`src/rtl/mem_rr_arbiter.sv`:
```
// mem_rr_arbiter
//   Shares one native valid/ready memory port between NUM_REQ requesters.
//   Round-robin arbitration, one outstanding transaction, and an optional
//   per-transaction timeout that force-completes a hung access.
//
// Ports
//   clk, resetn          clock (rising edge), async active-low reset
//   req_valid/instr      per-requester request valid and fetch flag
//   req_addr/wdata       packed 32-bit fields, requester i at [32i+31:32i]
//   req_wstrb            packed 4-bit byte strobes, 0 = read
//   req_ready            one-hot completion pulse to the granted requester
//   req_rdata            shared read data, valid with any req_ready bit
//   mem_*                downstream native port (registered request side)
//   mem_ready/mem_rdata  downstream completion and read data
//   timeout_err          one-cycle pulse on a forced completion
//   timeout_id           requester index of the most recent timeout

// Per-requester completion decode.
module mem_rr_arbiter_lane #(
  parameter int LANE = 0
) (
  input  logic [2:0] grant,
  input  logic       done,
  output logic       ready
);
  assign ready = done && (grant == 3'(LANE));
endmodule

module mem_rr_arbiter #(
  parameter int          NUM_REQ       = 2,
  parameter int          TIMEOUT       = 1024,
  parameter logic [31:0] TIMEOUT_RDATA = 32'hDEAD_BEEF
) (
  input  logic                 clk,
  input  logic                 resetn,
  input  logic [NUM_REQ-1:0]   req_valid,
  input  logic [NUM_REQ-1:0]   req_instr,
  input  logic [32*NUM_REQ-1:0] req_addr,
  input  logic [32*NUM_REQ-1:0] req_wdata,
  input  logic [4*NUM_REQ-1:0] req_wstrb,
  output logic [NUM_REQ-1:0]   req_ready,
  output logic [31:0]          req_rdata,
  output logic                 mem_valid,
  output logic                 mem_instr,
  output logic [31:0]          mem_addr,
  output logic [31:0]          mem_wdata,
  output logic [3:0]           mem_wstrb,
  input  logic                 mem_ready,
  input  logic [31:0]          mem_rdata,
  output logic                 timeout_err,
  output logic [2:0]           timeout_id
);
  localparam int          CW  = (TIMEOUT > 1) ? $clog2(TIMEOUT) : 1;
  localparam logic [3:0]  NR4 = 4'(NUM_REQ);

  typedef enum logic {IDLE = 1'b0, BUSY = 1'b1} state_t;

  state_t          state;
  logic [2:0]      last_grant, grant;
  logic [CW-1:0]   counter;

  // Fields spread into fixed 8-entry tables so a 3-bit index selects
  // exactly; unused entries read as zero.
  logic [7:0]      instr_a;
  logic [31:0]     addr_a  [8];
  logic [31:0]     wdata_a [8];
  logic [3:0]      wstrb_a [8];

  for (genvar i = 0; i < 8; i++) begin : g_tab
    if (i < NUM_REQ) begin : g_used
      assign instr_a[i] = req_instr[i];
      assign addr_a[i]  = req_addr[32*i +: 32];
      assign wdata_a[i] = req_wdata[32*i +: 32];
      assign wstrb_a[i] = req_wstrb[4*i +: 4];
    end else begin : g_pad
      assign instr_a[i] = 1'b0;
      assign addr_a[i]  = '0;
      assign wdata_a[i] = '0;
      assign wstrb_a[i] = '0;
    end
  end

  // Round-robin pick: rotate the request vector so bit 0 is the requester
  // right after last_grant, find the lowest set bit, then un-rotate.
  logic [3:0]         shamt, sum, sum_m;
  logic [NUM_REQ-1:0] rot;
  logic [2:0]         off, pick;
  logic               pick_vld;

  assign shamt = {1'b0, last_grant} + 4'd1;
  assign rot   = NUM_REQ'({req_valid, req_valid} >> shamt);

  always_comb begin
    off      = '0;
    pick_vld = |rot;
    for (int j = NUM_REQ-1; j >= 0; j--)
      if (rot[j]) off = 3'(j);
  end

  assign sum   = {1'b0, last_grant} + {1'b0, off} + 4'd1;
  assign sum_m = (sum >= NR4) ? (sum - NR4) : sum;
  assign pick  = sum_m[2:0];

  // Completion: real mem_ready wins over the timeout on the expiry cycle.
  logic busy, expire, done;
  assign busy   = (state == BUSY);
  assign expire = (TIMEOUT > 0) && busy && !mem_ready &&
                  (counter == CW'(TIMEOUT - 1));
  assign done   = busy && (mem_ready || expire);

  assign req_rdata   = expire ? TIMEOUT_RDATA : mem_rdata;
  assign timeout_err = expire;

  for (genvar i = 0; i < NUM_REQ; i++) begin : g_lane
    mem_rr_arbiter_lane #(.LANE(i)) u_lane (
      .grant (grant),
      .done  (done),
      .ready (req_ready[i])
    );
  end

  always_ff @(posedge clk or negedge resetn) begin
    if (!resetn) begin
      state      <= IDLE;
      mem_valid  <= 1'b0;
      mem_instr  <= 1'b0;
      mem_addr   <= '0;
      mem_wdata  <= '0;
      mem_wstrb  <= '0;
      grant      <= '0;
      last_grant <= 3'(NUM_REQ - 1);
      counter    <= '0;
      timeout_id <= '0;
    end else begin
      case (state)
        IDLE: begin
          if (pick_vld) begin
            grant     <= pick;
            mem_instr <= instr_a[pick];
            mem_addr  <= addr_a[pick];
            mem_wdata <= wdata_a[pick];
            mem_wstrb <= wstrb_a[pick];
            mem_valid <= 1'b1;
            counter   <= '0;
            state     <= BUSY;
          end
        end
        BUSY: begin
          if (done) begin
            mem_valid  <= 1'b0;
            last_grant <= grant;
            counter    <= '0;
            state      <= IDLE;
            if (expire) timeout_id <= grant;
          end else if (TIMEOUT > 0) begin
            counter <= counter + 1'b1;
          end
        end
        default: state <= IDLE;
      endcase
    end
  end
endmodule

```
`config.mk`:
```
export PLATFORM = sky130hd
export DESIGN_NAME = mem_rr_arbiter
export DESIGN_NICKNAME = d
export VERILOG_FILES = /design/src/rtl/mem_rr_arbiter.sv
export SDC_FILE = /design/constraint.sdc
export NUM_CORES = 1
export LEC_CHECK = 0
export CORE_MARGIN = 3
export CORE_UTILIZATION = 34
export DETAILED_ROUTE_END_ITERATION = 7
export PLACE_DENSITY = 0.78
export SYNTH_ARGS = -nofsm -noshare
export SYNTH_HDL_FRONTEND = slang
export SYNTH_HIERARCHICAL = 1
export SYNTH_SLANG_ARGS = --single-unit
export TNS_END_PERCENT = 5
```
`constraint.sdc`:
```
create_clock -name clk -period 2.35 [get_ports clk]
set_input_delay 0.705 -clock clk [delete_from_list [all_inputs] [get_ports clk]]
set_output_delay 0.705 -clock clk [all_outputs]
set_load 0.02 [all_outputs]
```
==> results of run 1 <==
## worst max-delay path by stage
stage          cells past startpoint       endpoint       start  slack [ns]
6_report                           6   req_ready[0]  counter[1]       -0.21
5_1_grt                            6   req_ready[0]  counter[1]       -0.30
4_1_cts                            6   req_ready[0]  counter[1]       -0.24
3_5_place_dp                       6  req_rdata[30]   mem_ready       -0.76
3_3_place_gp                       6  req_rdata[30]   mem_ready       -0.74
2_1_floorplan                      5  req_rdata[18]   mem_ready       -0.07
## final cells by class
type,instances,share of cell area
Multi-Input combinational cell,327,0.2727
Clock inverter,5,0.003934
Inverter,3,0.001362
Clock buffer,10,0.02769
Timing Repair Buffer,332,0.3958
Tap cell,172,0.02603
Sequential cell,90,0.2725
## cell usage after synthesis (all sizes together), types with 4 or more instances
cell	count	area [sq um]
a21oi	4	20.02
buf	11	73.81
clkbuf	20	81.32
dfrtp	89	2227
mux2	6	67.56
mux2i	69	690.7
nand2	81	304.0
nand4	4	31.28
nor2	9	33.78
nor2b	9	56.30
o21ai	78	424.2
o21bai	4	33.78
or2	25	156.4
## routing by layer
metal / up-vias / wire length (um)
met1: 2143 / 5565
li1: 2190 / -
met4: 0 / 290
met2: 204 / 8230
met3: 19 / 1388
met5: - / 0
## where the power goes
group	switching, mW	internal (mW)	total, mW
combinational	2.64	2.59	5.23
sequential	0.342	2.11	2.45
clock	0.582	0.706	1.29
## cell families after synthesis
logic type	Yosys count	share of synthesized area
DFF	90	0.4932
buffers and inverters	34	0.03641
adders and majority gates	3	0.008216
muxes	75	0.1659
AOI/OAI and AO/OA	102	0.1372
and+or+nand+nor	146	0.1572
xor gates and xnor gates	1	0.001917
## worst max-delay path: cells and delay by family, from the launching register on
family	cells	cell delay [ns]
adder cells (fa/ha/maj)	1	0.18
flip-flops	1	0.40
AND/OR/NAND/NOR	3	0.54
AO/OA/AOI/OAI	1	0.21
buffers and inverters	1	0.18
## timing repair
item                       CTS  global route
pin swaps                   15            10
hold buffers                 0             0
gates cloned                 4             2
buffers inserted             6             2
gates resized for setup    218            25
setup endpoints to repair  105            96
## sequential cells by signal, summed over array words and instances, names as in the netlist
name and cells:
last_grant 3, busy 1, counter 10, mem_valid 1, mem_wdata 32, mem_addr 32, grant 3, timeout_id 3
mem_wstrb 4, mem_instr 1
## through the flow
| step | util | instances | TNS [ns] | total power [mW] |
|---|---|---|---|---|
| global placement | 0.6121 | 911 | -65.75 | 7.259 |
| global route | 0.6422 | 939 | -10.55 | 9.509 |
| detailed placement | 0.6121 | 911 | -72.75 | 7.419 |
| floorplan | - | 451 | -1.416 | 5.206 |
| CTS | 0.6424 | 936 | -5.235 | 9.032 |
| finish | 0.6422 | 939 | -5.785 | 8.974 |
==> summary.md, run 1 <==
| Metric | Value |
|---|---|
| Crit path time final | `2.556 ns` |
| TritonCTS Sinks | `90` |
| Sequential-to-total area share from yosys stat | `0.4932` |
| FF/Latch Area | `0.002253 sq mm` |
| Placed cell area | `0.007881 sq mm` |
| Largest net degree at the start of global routing | `38` |
| FF-to-FF path depth | `12` |
| Most common cell after layout, fill and taps aside | `clkdlybuf4s50_1` |
| Slowest stage cell, crit path | `dfrtp_1` |
| Vias/cell | `4.852` |
| Netlist cell types | `50` |
| CP Class | `flip-flop to output pin` |
| Layout fillers | `1045` |
| Maximum vdd ir drop | `0.5666 mV` |
| Max-slew violation count | `0` |
| Initial antenna violation count | `0` |
| Most frequent cells in the layout | `clkdlybuf4s50_1, dfrtp_1, nand2_1` |
| Mapped Cells | `451` |
| Origin of the critical flop-to-flop path | `last_grant[0]` |
| CTS Buffer Depth | `2` |
| DRC viols | `0` |
| Global Route Usage Sum | `0.2020` |
| Worst Hold Class | `primary input to async pin` |
| Post-route ant nets | `0` |
| Final setup vio count | `35` |
| Overflow after GRT | `0` |
| EDFF count, synth | `0` |
| R2R Setup Slk | `0.01 ns` |
| Layer with the highest usage | `met2` |
| Peak Freq | `391.2 MHz` |
| Worst Skew | `0.01289 ns` |
| Critical path data arrival time | `1.85 ns` |
| CTS Buf Count | `9` |
| Area of the mapped netlist | `0.004569 sq mm` |
| Mean post-synth cell area | `10.13 sq um` |
| Post-DP HPWL | `11570 um` |
| Die area | `0.01487 sq mm` |
| Warnings from Yosys | `6` |
| Worst skew pair latency | `0.34 ns` |
| Via count | `4556` |
| FP Rows | `41` |
| LEAKAGE | `3.696 nW` |
| Critical Path Source Type | `flip-flop` |
| Routed WL | `15480 um` |
| TritonRoute pass-1 iters | `5` |
| CTS Root Buffer Type | `clkbuf_16` |
| Post-place setup slack | `-0.7643 ns` |
| I/O Pins | `283` |
| Reg clk slew, reported paths | `0.06 ns` |
| Outcome | `finished with violations` |
| Synth Register Bits | `90` |
| Failing checks | `setup timing` |
| Met1 Use GR | `0.2104` |
| Die X | `121.9 um` |
| Multi-input gate area | `0.002255 sq mm` |
| RSZ-0062 raised after global routing | `yes` |
| Area of the core | `0.01288 sq mm` |
| Share of cells above drive strength 1 | `0.2177` |
| Worst Path Required | `1.64 ns` |
| Crit. End Element | `output pin` |
| Nets | `941` |
| 1st-iter DRT viols | `159` |
| Die H | `121.9 um` |
| Async SR Flop Fraction | `1.000` |
| Slew HR | `0.6683` |
| First-pass GRT wire length | `23390 um` |
| H-tree depth | `3` |
| Area growth syn-to-layout | `80.97%` |
| Peak fanout along the critical path | `4` |
| Final WS setup | `-0.2062 ns` |
| Final instance area | `0.008269 sq mm` |
| Met2 Use GR | `0.3785` |
| Pwr Density | `1085 mW/mm^2` |
| Critical R2R Capture | `mem_addr[5]` |
| Vias in the first global route | `4685` |
| I/O Buffers | `282` |
| Routed len/inst | `16.48 um` |
| Worst stage delay on the critical path | `0.40 ns` |
| Met3 Use GR | `0.06175` |
| Final Hold Slack | `0.2950 ns` |
| Syn Nets | `629` |
| Crit path cell chain | `ha_4 -> and3_4 -> nand4_1 -> a21boi_2 -> nor4b_4 -> buf_4` |
| Final period util | `1.088` |
| CTS tree | `yes` |
| Final hold vios | `0` |
| Starting Density | `0.3549` |
| Worst-Margin Slew | `0.4912 ns` |
| RePlAce Congestion | `0.8151` |
| Predominant post-synthesis flop cell | `dfrtp_1` |
| Max Cap Violations | `0` |
| Ant. Diodes | `0` |
Note: power is estimated with default switching activity, not from simulation.
==> run 2: changes to the inputs <==
CORE_UTILIZATION = 40   (was 34)
PLACE_DENSITY = 0.86   (was 0.78)
RECOVER_POWER = 25   (was unset)
clock period = 3 ns   (was 2.35 ns; I/O delays follow)
==> run 2 against run 1 <==
The run ends with capacitance limit, slew limit left. Global-route usage rose by 3.9 points. Flip-flop and latch count unchanged. Critical path depth unchanged. Critical path type unchanged. Highest routed layer unchanged.
==> summary.md, run 2 (same netlist as run 1, synthesis figures left out) <==
| Metric | Value |
|---|---|
| LEAKAGE | `3.630 nW` |
| Critical path data arrival time | `2.01 ns` |
| Routed WL | `16040 um` |
| Global Route Usage Sum | `0.2414` |
| Worst-Margin Slew | `1.965 ns` |
| Overflow after GRT | `0` |
| Worst Skew | `0.005944 ns` |
| Final period util | `0.9695` |
| Most common cell after layout, fill and taps aside | `clkdlybuf4s50_1` |
| H-tree depth | `3` |
| Most frequent cells in the layout | `clkdlybuf4s50_1, dfrtp_1, nand2_1` |
| Die X | `112.9 um` |
| Largest net degree at the start of global routing | `91` |
| Area growth syn-to-layout | `77.68%` |
| Post-DP HPWL | `11730 um` |
| TritonCTS Sinks | `90` |
| Peak Freq | `343.8 MHz` |
| Placed cell area | `0.007677 sq mm` |
| Worst Path Required | `2.10 ns` |
| Worst skew pair latency | `0.34 ns` |
| Routed len/inst | `18.00 um` |
| Design Power | `7.216 mW` |
| Final setup vio count | `0` |
| Vias/cell | `5.164` |
| TritonRoute pass-1 iters | `4` |
| Final cell count without fillers | `891` |
| Vias in the first global route | `4829` |
| Crit. End Element | `output pin` |
| Post-route ant nets | `0` |
| Final hold vios | `0` |
| FF-to-FF path depth | `13` |
| Via count | `4601` |
| Share of cells above drive strength 1 | `0.1789` |
| FP Rows | `38` |
| Reg clk slew, reported paths | `0.06 ns` |
| I/O Pins | `283` |
| Crit path time final | `2.909 ns` |
| Peak fanout along the critical path | `4` |
| Pwr Density | `888.8 mW/mm^2` |
| CTS Root Buffer Type | `clkbuf_16` |
| DRC viols | `0` |
| RePlAce Congestion | `0.8334` |
| Slew HR | `-0.3098` |
| Die area | `0.01274 sq mm` |
| RSZ-0062 raised after global routing | `no` |
| Final instance area | `0.008119 sq mm` |
| Failing checks | `capacitance limit, slew limit` |
| I/O Buffers | `282` |
| Nets | `922` |
| Util after Layout | `0.7392` |
| Critical Path Source Type | `flip-flop` |
| Max Cap Violations | `1` |
| Die H | `112.9 um` |
| DP Cell Count | `863` |
| CP Class | `flip-flop to output pin` |
| Starting Density | `0.4160` |
| Area of the core | `0.01098 sq mm` |
| Outcome | `finished with violations` |
| 1st-iter DRT viols | `201` |
| CTS tree | `yes` |
| Maximum vdd ir drop | `0.4968 mV` |
| Max-slew violation count | `91` |
| Worst Hold Class | `flip-flop to flip-flop` |
| CTS Buf Count | `9` |
| Hold Path Stages | `2` |
| First-pass GRT wire length | `24430 um` |
| Initial antenna violation count | `2` |
| CTS Buffer Depth | `2` |
| Top flop regs | `mem_addr (32), mem_wdata (32), counter (10)` |
==> run 2: cell count changes in the layout (fill, tap and decap cells not counted), sizes merged, moves of 2 or more <==
cell,previous run,this run
dlygate4sd2,0,10
diode,0,2
clkbuf,10,15
buf,89,52
bufinv,0,3
==> run 2: repair_timing <==
item	4_1_cts	5_1_grt
setup endpoints to repair	104	101
pin swaps	1	3
resized for setup	129	17
setup buffers	0	3
gates cloned	1	6
hold buffers	0	0
==> run 2: through the flow <==
stage	setup WS, ns	TNS (ns)	hold slack, ns
global route	0.01784	0	0.5020
finish	0.09137	0	0.4794
CTS	-0.003317	-0.003317	0.4847
global placement	-0.4901	-39.59	0.4547
detailed placement	-0.5549	-46.29	0.4686
floorplan	0.1931	0	0.4400
==> run 2: area by class of cell <==
cell class	count	area (sq um)
inverter	3	11.26
clock buffer	9	225.2
sequential	90	2255
clock inverter	7	117.6
fill	774	2864
timing repair buffer	313	3113
tap	140	175.2
multi-input combinational	327	2217
antenna	2	5.005
==> run 2: routing by layer <==
| layer | wire length [um] | GRT usage | vias up |
|---|---|---|---|
| li1 | - | - | 2159 |
| met1 | 5447 | 0.2478 | 2158 |
| met2 | 8613 | 0.4479 | 246 |
| met3 | 1456 | 0.07540 | 38 |
| met4 | 524 | 0.1058 | 0 |
| met5 | 0 | 0 | - |
==> run 2: critical path, stage by stage, from the launching register on <==
cell and delay (ns):
dfrtp_1 0.40, ha_4 0.17, and3_1 0.19, nand4_1 0.20
a21boi_2 0.22, and4bb_2 0.24, clkdlybuf4s15_2 0.26
==> run 2: final timing paths <==
path / startpoint / endpoint / slack, ns
max: counter[0] / req_ready[1] / 0.09
min: mem_wdata[8] / mem_wdata[8] / 0.48
max reg2reg: last_grant[0] / mem_wdata[1] / 0.57
min reg2reg: mem_wdata[8] / mem_wdata[8] / 0.48
max in group asynchronous: resetn / counter[1] / 0.47
min in group asynchronous: resetn / mem_wdata[9] / 1.25
==> run 2: report_power, final <==
group	switching (mW)	internal, mW
registers	0.308	1.66
logic	2.01	1.97
clock network	0.468	0.812
total	2.78	4.43
